[src/rtl/alu_arbiter.sv]
// Round-robin front end sharing one external combinational ALU between two requesters.
// One operation every 3 cycles: handshake T, result capture T+1, response pulse T+2.
module alu_arbiter #(
    parameter int         Width   = 32,
    parameter logic [5:0] OPR_ADD = 6'b100000,
    parameter logic [5:0] OPR_SUB = 6'b100010
) (
    input  logic             clk,
    input  logic             reset,
    input  logic             req0_valid,
    output logic             req0_ready,
    input  logic [Width-1:0] req0_in1,
    input  logic [Width-1:0] req0_in2,
    input  logic [5:0]       req0_aluop,
    input  logic             req1_valid,
    output logic             req1_ready,
    input  logic [Width-1:0] req1_in1,
    input  logic [Width-1:0] req1_in2,
    input  logic [5:0]       req1_aluop,
    output logic             rsp0_valid,
    output logic             rsp1_valid,
    output logic [Width-1:0] rsp_out,
    output logic             rsp_zero,
    output logic [Width-1:0] alu_in1,
    output logic [Width-1:0] alu_in2,
    output logic [5:0]       alu_aluop,
    input  logic [Width-1:0] alu_out,
    input  logic             alu_zero
);

    typedef enum logic [1:0] {
        S_IDLE = 2'd0,
        S_EXEC = 2'd1,
        S_DONE = 2'd2
    } state_t;

    state_t             r_state;
    state_t             w_state_nxt;
    logic [Width-1:0]   r_in1;
    logic [Width-1:0]   r_in2;
    logic [5:0]         r_aluop;
    logic               r_gnt;
    logic               r_ptr;
    logic [Width-1:0]   r_rsp_out;
    logic               r_rsp_zero;
    logic               w_req0_rdy;
    logic               w_req1_rdy;
    logic               w_rsp0_vld;
    logic               w_rsp1_vld;

    always_ff @(posedge clk) begin
        if (reset) begin
            r_state <= S_IDLE;
        end else begin
            r_state <= w_state_nxt;
        end
    end

    // r_ptr == 0 favours requester 0 when both are valid.
    always_comb begin
        w_state_nxt = r_state;
        w_req0_rdy  = 1'b0;
        w_req1_rdy  = 1'b0;
        w_rsp0_vld  = 1'b0;
        w_rsp1_vld  = 1'b0;
        case (r_state)
            S_IDLE: begin
                w_req0_rdy = req0_valid && (!req1_valid || !r_ptr);
                w_req1_rdy = req1_valid && (!req0_valid || r_ptr);
                if (w_req0_rdy || w_req1_rdy) begin
                    w_state_nxt = S_EXEC;
                end
            end
            S_EXEC: w_state_nxt = S_EXEC == r_state ? S_DONE : S_IDLE;
            S_DONE: begin
                w_rsp0_vld  = !r_gnt;
                w_rsp1_vld  = r_gnt;
                w_state_nxt = S_IDLE;
            end
            default: w_state_nxt = S_IDLE;
        endcase
        // Reset masks every handshake and response, including the combinational ready.
        if (reset) begin
            w_req0_rdy = 1'b0;
            w_req1_rdy = 1'b0;
            w_rsp0_vld = 1'b0;
            w_rsp1_vld = 1'b0;
        end
    end

    always_ff @(posedge clk) begin
        if (reset) begin
            r_in1      <= '0;
            r_in2      <= '0;
            r_aluop    <= '0;
            r_gnt      <= 1'b0;
            r_ptr      <= 1'b0;
            r_rsp_out  <= '0;
            r_rsp_zero <= 1'b0;
        end else begin
            if (w_req0_rdy) begin
                r_in1   <= req0_in1;
                r_in2   <= req0_in2;
                r_aluop <= req0_aluop;
                r_gnt   <= 1'b0;
                r_ptr   <= 1'b1;
            end else if (w_req1_rdy) begin
                r_in1   <= req1_in1;
                r_in2   <= req1_in2;
                r_aluop <= req1_aluop;
                r_gnt   <= 1'b1;
                r_ptr   <= 1'b0;
            end
            if (r_state == S_EXEC) begin
                r_rsp_out  <= alu_out;
                r_rsp_zero <= alu_zero;
            end
        end
    end

    assign req0_ready = w_req0_rdy;
    assign req1_ready = w_req1_rdy;
    assign rsp0_valid = w_rsp0_vld;
    assign rsp1_valid = w_rsp1_vld;
    assign rsp_out    = r_rsp_out;
    assign rsp_zero   = r_rsp_zero;
    assign alu_in1    = r_in1;
    assign alu_in2    = r_in2;
    assign alu_aluop  = r_aluop;

    // Sanity checks on the attached ALU for the two opcodes this block knows by name.
    a_sub_equal_zero: assert property (@(posedge clk) disable iff (reset)
        (r_state == S_EXEC && r_aluop == OPR_SUB && r_in1 == r_in2) |=> rsp_zero);
    a_add_zero_ident: assert property (@(posedge clk) disable iff (reset)
        (r_state == S_EXEC && r_aluop == OPR_ADD && r_in2 == '0) |=> (rsp_out == r_in1));

endmodule

[config.mk]
export PLATFORM = sky130hd
export DESIGN_NAME = alu_arbiter
export DESIGN_NICKNAME = d
export VERILOG_FILES = /design/src/rtl/alu_arbiter.sv
export SDC_FILE = /design/constraint.sdc
export NUM_CORES = 1
export LEC_CHECK = 0
export ABC_AREA = 1
export ABC_CLOCK_PERIOD_IN_PS = 4440
export CORE_AREA = 2 2 143 145
export DETAILED_ROUTE_END_ITERATION = 10
export DIE_AREA = 0 0 145 147
export SYNTH_ARGS = -nofsm -noshare
export SYNTH_HDL_FRONTEND = slang
export SYNTH_SLANG_ARGS = --single-unit
export TNS_END_PERCENT = 20
[constraint.sdc]
create_clock -name clk -period 4.44 [get_ports clk]
set_clock_uncertainty 0.2 [all_clocks]
set_input_delay 0.888 -clock clk [delete_from_list [all_inputs] [get_ports clk]]
set_output_delay 0.888 -clock clk [all_outputs]
set_load 0.005 [all_outputs]
Word level (Yosys, flattened, before mapping)
Cells that the tools add are included.

cells by class
  shift operators = 0
  bitwise gates (word level) = 0
  $lt $le $gt $ge = 0
  add/sub/neg operators = 0
  muxes and demuxes = 19
  multipliers = 0
  reductions and logical operators = 12
  equality and inequality tests = 4
  divide/modulo/power cells = 0

operators by type and width
  cell                                           count
  two-way mux 32 bit                             4
  two-way mux 6 bit                              2
  two-way mux 1 bit                              10
  zero test 1 bit                                4
  two-way mux 2 bit                              2
  one-hot mux 2 bit (2 select lines)             1
  logical OR 1 bit                               3
  == test 1 x 2 -> 1 bit, first input constant   1
  == test 2 x 1 -> 1 bit, second input constant  1
  == test 2 bit, second input constant           1
  logical AND 1 bit                              2
  zero test 2 bit                                1
  != test 2 bit, second input constant           1
  nonzero test 2 bit                             1
  OR reduction 2 bit                             1

word-level totals
  bits in registers = 107
  ROM bits = 0
  word-level logic and storage cells = 43
  memories kept = 0
  RAM bits = 0
  output and inout bits = 107
  latch bits = 0
  input bits = 177

Depth between registers and ports, before layout
Gate-level depths: netlist (run 1).

  word-level depth = 7
  gate-level depth with buffers = 9

Least setup slack after synthesis (run 1)
Ideal clock, no wire load.

  kind = in2out
  start = input reset
  end = output req0_ready
  stages on the path = 5
  arrival time = 1.543 ns
  path slack = 1.809 ns
  path through = buf_4 > inv_4 > nand2_4 > nor2_4 > buf_2

on the way
  word-level cells in the longest chain between the ends = 1

ends and longest elaborated chain
  item               line  RTL
  start, declared    9     input logic reset,
  two-way mux 1 bit  83    if (reset) begin
  end, declared      11    output logic req0_ready,

No other way between the ends.

Worst setup path after layout (run 1)
  start = input reset
  end = output req1_ready

on the way
  word-level cells in the longest chain between the ends = 1

ends and longest elaborated chain
  item               line  RTL
  two-way mux 1 bit  83
  end, declared      16    output logic req1_ready,

No other way between the ends.

==> results of run 1 <==
[state kept, by name, indices dropped and copies added, names as in the netlist]
register   flops
r_gnt          1
rsp_zero       1
r_ptr          1
alu_in1       32
rsp_out       32
r_state        2
alu_aluop      6
alu_in2       32
[kinds of logic (layout without fill, tap and decap cells)]
family | count (synthesis) | count (layout) | share of synthesized area (%)
compound gates | 176 | 176 | 17.60
buf+inv | 200 | 454 | 16.14
simple gates | 295 | 295 | 24.01
flops | 107 | 107 | 42.25
[critical path: cells and delay by family]
| family | cells | cell delay [ps] |
|---|---|---|
| buffers and inverters | 3 | 930 |
| AND/OR/NAND/NOR | 2 | 520 |
[synth_stat cells, drive strengths merged]
library cell    n
o21ai         103
nand3          72
dfxtp         107
nand2         150
buf            19
inv           148
nor2           73
a21oi          73
clkbuf         33
[report_power, final]
part	leakage, µW	total, µW	internal [µW]	switching [µW]
clock	0.000145	820	401	419
sequential	0.000891	1130	1080	56.7
combinational	0.00260	793	439	354
total	0.00363	2750	1920	829
[path summary, 6_finish.rpt]
path                            startpoint         end  slack (ps)  cells after the start
worst max-delay path                 reset  req1_ready        1000                      5
worst min-delay path                 r_gnt       r_gnt         270                      2
worst max register to register  r_state[1]  rsp_out[8]        1880                      5
worst min register to register       r_gnt       r_gnt         270                      2
[stage by stage]
step                instances  utilization (%)  setup slack, ps  cell area, µm²  power (µW)
detailed placement       1286            40.53            958.3            8043        1957
finish                   1302            42.08             1004            8351        2747
floorplan                 778                -             1809            5070        1492
CTS                      1302            42.08            958.0            8351        2800
global placement         1286            40.53            964.0            8043        1953
global route             1302            42.08            880.3            8351        2925
[area by class of cell]
type | instances | area [µm²]
clock buffers | 9 | 225.2
clock inverters | 7 | 82.58
fillers | 2097 | 11490
inverters | 148 | 558.0
multi-input cells | 471 | 2112
flip-flops and latches | 107 | 2142
well taps | 270 | 337.8
repair buffers | 290 | 2893
[routing by layer]
metal	vias to the layer above	share of wire [%]	track usage (%)
li1	2903	-	-
met3	23	6.6	4.317
met4	0	2.3	5.990
met2	172	47	27.60
met1	2426	44	18.72
met5	-	0	0
==> metrics.txt, run 1 <==
WP data arrival 2350 ps; Worst setup SP type input port; register area share after synthesis roughly 42%; Final period util ~77%; CP max stage cell clkdlybuf4s50_1; worst hold path class flip-flop to flip-flop; commonest cells after routing, fill and taps aside clkdlybuf4s50_1 (282), nand2_1 (147), inv_1 (146), dfxtp_1 (107), o21ai_0 (103); synth unique cells 19; post-route ant nets 0; Final GP Congestion between 0.7 and 0.8; DRC violations left 0; GRT Total Usage approximately 16%; post-synthesis cell area between 5000 and 6000 µm²; grt total ovfl 0; H-tree depth reported by CTS 3; #FFs+latches synth 107; ant diodes 0; Yosys warnings 0; hold_buf cts 0; Pwr per Cell Area 328.9 nW/µm²; Worst VDD drop roughly 0.00021 V; Yosys top cell by area dfxtp_1; proportion of layout cells with a drive suffix above 1 3.101%; synthesized instance count between 700 and 800; fin crit period 3436 ps; first-pass GRT wire length about 27,000 µm; Iter 0 DRT Violations between 200 and 300; Inserted Clock Buffers 9; CTS-repair resized insts 0; drt via density approximately 4.2; First-pass DRT Iterations 5; die area 21,320 µm²; CTS Buffer Depth 2; largest net degree at the start of global routing 73; Ports 284; Hold WS approximately 270 ps; crit path max fanout 39; CP peak stage delay 570 ps; Final Slew Violations 0; Vias between 5,000 and 6,000; Die Y about 150 µm; setup bufs post-CTS 0; core area a little under 20,000 µm²; max-cap violations 0; Slew @ Worst Pin 1059 ps; clk_lat worst skew approximately 350 ps; row cnt 52; nets@finish ~1,200; Routed WL approximately 17,000 µm; top-area cell type share of the netlist area between 40% and 50%; syn nets between 900 and 1,000; CP Capture Type primary output; ranking of synthesized cells by area dfxtp_1 (42%), nand2_1 (11%), inv_1 (11%); Initial Utilization 25.55%; WP data required 3350 ps; IO buf count 283; Final setup viols 0; Worst-path clk slew 80 ps; DP HPWL 11,780 µm; CTS root buffer clkbuf_16; worst rel slew slack between 20% and 30%; Pleak approximately 0.0036 µW; synth-to-layout area growth 64.71%; vias in the first global route ~5,000; most common cell after layout, fill and taps aside clkdlybuf4s50_1; unrepaired setup endpoints after global routing false; Clock Sink Count 107; kind of critical path input port to primary output; outcome complete, no violations; CTS tree done; Final TNS setup 0 ps; initial antenna violation count 0; die width 145 µm; Hold Fails Final Rpt 0; DR WL/cell approximately 13 µm; fmax about 290 MHz; crit path cell chain buf_2 > inv_4 > nand2_4 > nor2_1 > clkdlybuf4s50_1; syn avg cell area between 6 and 7 µm²
(Power assumes the default switching activity.)
==> inputs of run 2 (changes only) <==
--- a/config.mk
+++ b/config.mk
@@ -6,7 +6,7 @@
 export NUM_CORES = 1
 export LEC_CHECK = 0
 export ABC_AREA = 1
-export ABC_CLOCK_PERIOD_IN_PS = 4440
+export ABC_CLOCK_PERIOD_IN_PS = 3300
 export CORE_AREA = 2 2 143 145
 export DETAILED_ROUTE_END_ITERATION = 10
 export DIE_AREA = 0 0 145 147
==> constraint.sdc (replaced) <==
create_clock -name clk -period 3.3 [get_ports clk]
set_clock_uncertainty 0.2 [all_clocks]
set_input_delay 0.66 -clock clk [delete_from_list [all_inputs] [get_ports clk]]
set_output_delay 0.66 -clock clk [all_outputs]
set_load 0.005 [all_outputs]
==> metrics.txt, run 2 (synthesized netlist as in run 1, its figures left out) <==
outcome complete, no violations; CP Capture Type primary output; Vias 5,517 (-0.13%); vias in the first global route 4,994 (-2.7%); WP data arrival 2090 ps (-260 ps); CTS-repair resized insts 0 (unchanged); Final period util roughly nine tenths; clk_lat worst skew 350 ps (about the same); grt met3 use 4.130% (-0.19 points); Die Y 147 µm (unchanged); die area 21,320 µm² (unchanged); CTS root buffer clkbuf_16; Final GP Congestion 0.7369 (-2.9%); dpl ws 335.4 ps (-622.9 ps); initial antenna violation count 0 (unchanged); Slew @ Worst Pin 1053 ps (-6.403 ps); register area 2142 µm² (unchanged); commonest cells after routing, fill and taps aside clkdlybuf4s50_1 (282), nand2_1 (147), inv_1 (146), dfxtp_1 (107), o21ai_0 (103); nets@finish 1,207 (+0.25%); Worst VDD drop 0.0002387 V (+16%); Net Sw Power 1120 µW (+35%); Final Slew Violations 0 (unchanged); Ports 284 (unchanged); max-cap violations 0 (unchanged); Worst setup SP type input port; Initial Utilization 25.55% (unchanged); unrepaired setup endpoints after global routing false; sequential share of power 41.2% (about the same); core area 19,840 µm² (unchanged); kind of critical path input port to primary output; fmax 339.4 MHz; met1 Usage GRT 20.68% (+2.0 points); CTS tree done; most common cell after layout, fill and taps aside clkdlybuf4s50_1; Worst-path clk slew 80 ps (about the same); CTS Buffer Depth 2 (unchanged); Iter 0 DRT Violations 265 (-0.75%); first-pass GRT wire length 27,670 µm (+1.6%); setup bufs post-CTS 0 (unchanged); fin crit period roughly 2900 ps; DRC violations left 0 (unchanged); ant diodes 0 (unchanged); Final setup viols 0 (unchanged); Tot Pwr 3701 µW (+35%); GRT Total Usage 16.13% (+0.27 points); final worst setup slack 353.5 ps (-650.3 ps); Final TNS setup 0 ps (unchanged); Int Pwr 2581 µW (+35%); worst rel slew slack 29.74% (+0.43 points); crit path max fanout 4 (-90%); Hold Fails Final Rpt 0 (unchanged); hold_buf cts 0 (unchanged); Pwr per Cell Area 442.0 nW/µm² (+34%); worst hold path class flip-flop to flip-flop; Clock Sink Count 107 (unchanged); met2 GRT Util 26.50% (-1.1 points); WP data required 2440 ps (-910 ps); DP HPWL 11,850 µm (+0.54%); clock network fraction of total power 29.8% (about the same); proportion of layout cells with a drive suffix above 1 3.382% (+0.28 points); die width 145 µm (unchanged); busiest layer in global routing met2; largest net degree at the start of global routing 73 (unchanged); Fillers 2,094 (-0.14%); Inserted Clock Buffers 9 (unchanged); Routed WL 17,630 µm (+1.9%); row cnt 52 (unchanged); Pleak 0.003641 µW (+0.25%); Comb power frac 29.0% (about the same); synth-to-layout area growth 65.13%; area of the multi-input gates 2112 µm² (unchanged); sw frac 30.27% (+0.070 points); H-tree depth reported by CTS 3 (unchanged); drt via density 4.228 (-0.36%); DR WL/cell 13.51 µm (+1.7%); First-pass DRT Iterations 6 (+1); IO buf count 283 (unchanged); post-route ant nets 0 (unchanged); grt total ovfl 0 (unchanged)
[run 2: cell count changes in the layout (fill, tap and decap cells not counted)]
cell / change
clkinvlp_4: +1
buf_4: +3
clkinv_4: -1
[run 2: layout make-up]
class	count	share of cell area, %
clock buffers	9	2.690
clock inverters	7	0.9715
inverters	148	6.666
multi-input cells	471	25.23
flip-flops and latches	107	25.59
well taps	270	4.035
repair buffers	293	34.82
[run 2: metal layers]
layer | wire length (µm) | vias up | part of all wire (%)
met4 | 301 | 0 | 1.7
li1 | - | 2898 | -
met3 | 1170 | 18 | 6.6
met1 | 7893 | 2422 | 45
met5 | 0 | - | 0
met2 | 8259 | 179 | 47
[run 2: per-stage QoR]
step / instance area [µm²] / hold slack [ps] / utilization (%) / cells
6_report: 8372 / 276.9 / 42.19 / 1305
2_1_floorplan: 5070 / 246.4 / - / 778
3_3_place_gp: 8065 / 256.8 / 40.64 / 1289
5_1_grt: 8372 / 309.4 / 42.19 / 1305
4_1_cts: 8372 / 279.7 / 42.19 / 1305
3_5_place_dp: 8065 / 267.0 / 40.64 / 1289
[run 2: power by group through the flow]
stage / Clock [µW] / Sequential, µW / Combinational [µW]
after floorplan: 0 / 1570 / 440
after global placement: 0 / 1550 / 1090
after detailed placement: 0 / 1560 / 1090
after CTS: 1150 / 1530 / 1090
after global routing: 1210 / 1550 / 1190
final: 1100 / 1530 / 1070
[run 2: path summary, 6_finish.rpt]
| path | slack [ps] | cells past startpoint | endpoint | startpoint |
|---|---|---|---|---|
| setup / recovery | 350 | 5 | req1_ready | req0_valid |
| hold / removal | 280 | 2 | r_gnt | r_gnt |
| setup reg to reg | 1050 | 8 | alu_in1[17] | r_state[1] |
| hold reg to reg | 280 | 2 | r_gnt | r_gnt |
[run 2: critical path, cell delays in order]
cell,delay (ps)
clkdlybuf4s50_1,470
nand2_1,120
nand2_1,110
nor2_1,170
clkdlybuf4s50_1,550
==> inputs of run 3 (changes only) <==
--- a/config.mk
+++ b/config.mk
@@ -10,6 +10,7 @@
 export CORE_AREA = 2 2 143 145
 export DETAILED_ROUTE_END_ITERATION = 10
 export DIE_AREA = 0 0 145 147
+export SKIP_LAST_GASP = 1
 export SYNTH_ARGS = -nofsm -noshare
 export SYNTH_HDL_FRONTEND = slang
 export SYNTH_SLANG_ARGS = --single-unit
==> results of run 3 <==
Same layout as run 2: the final DEF is identical, and so are final timing and power.
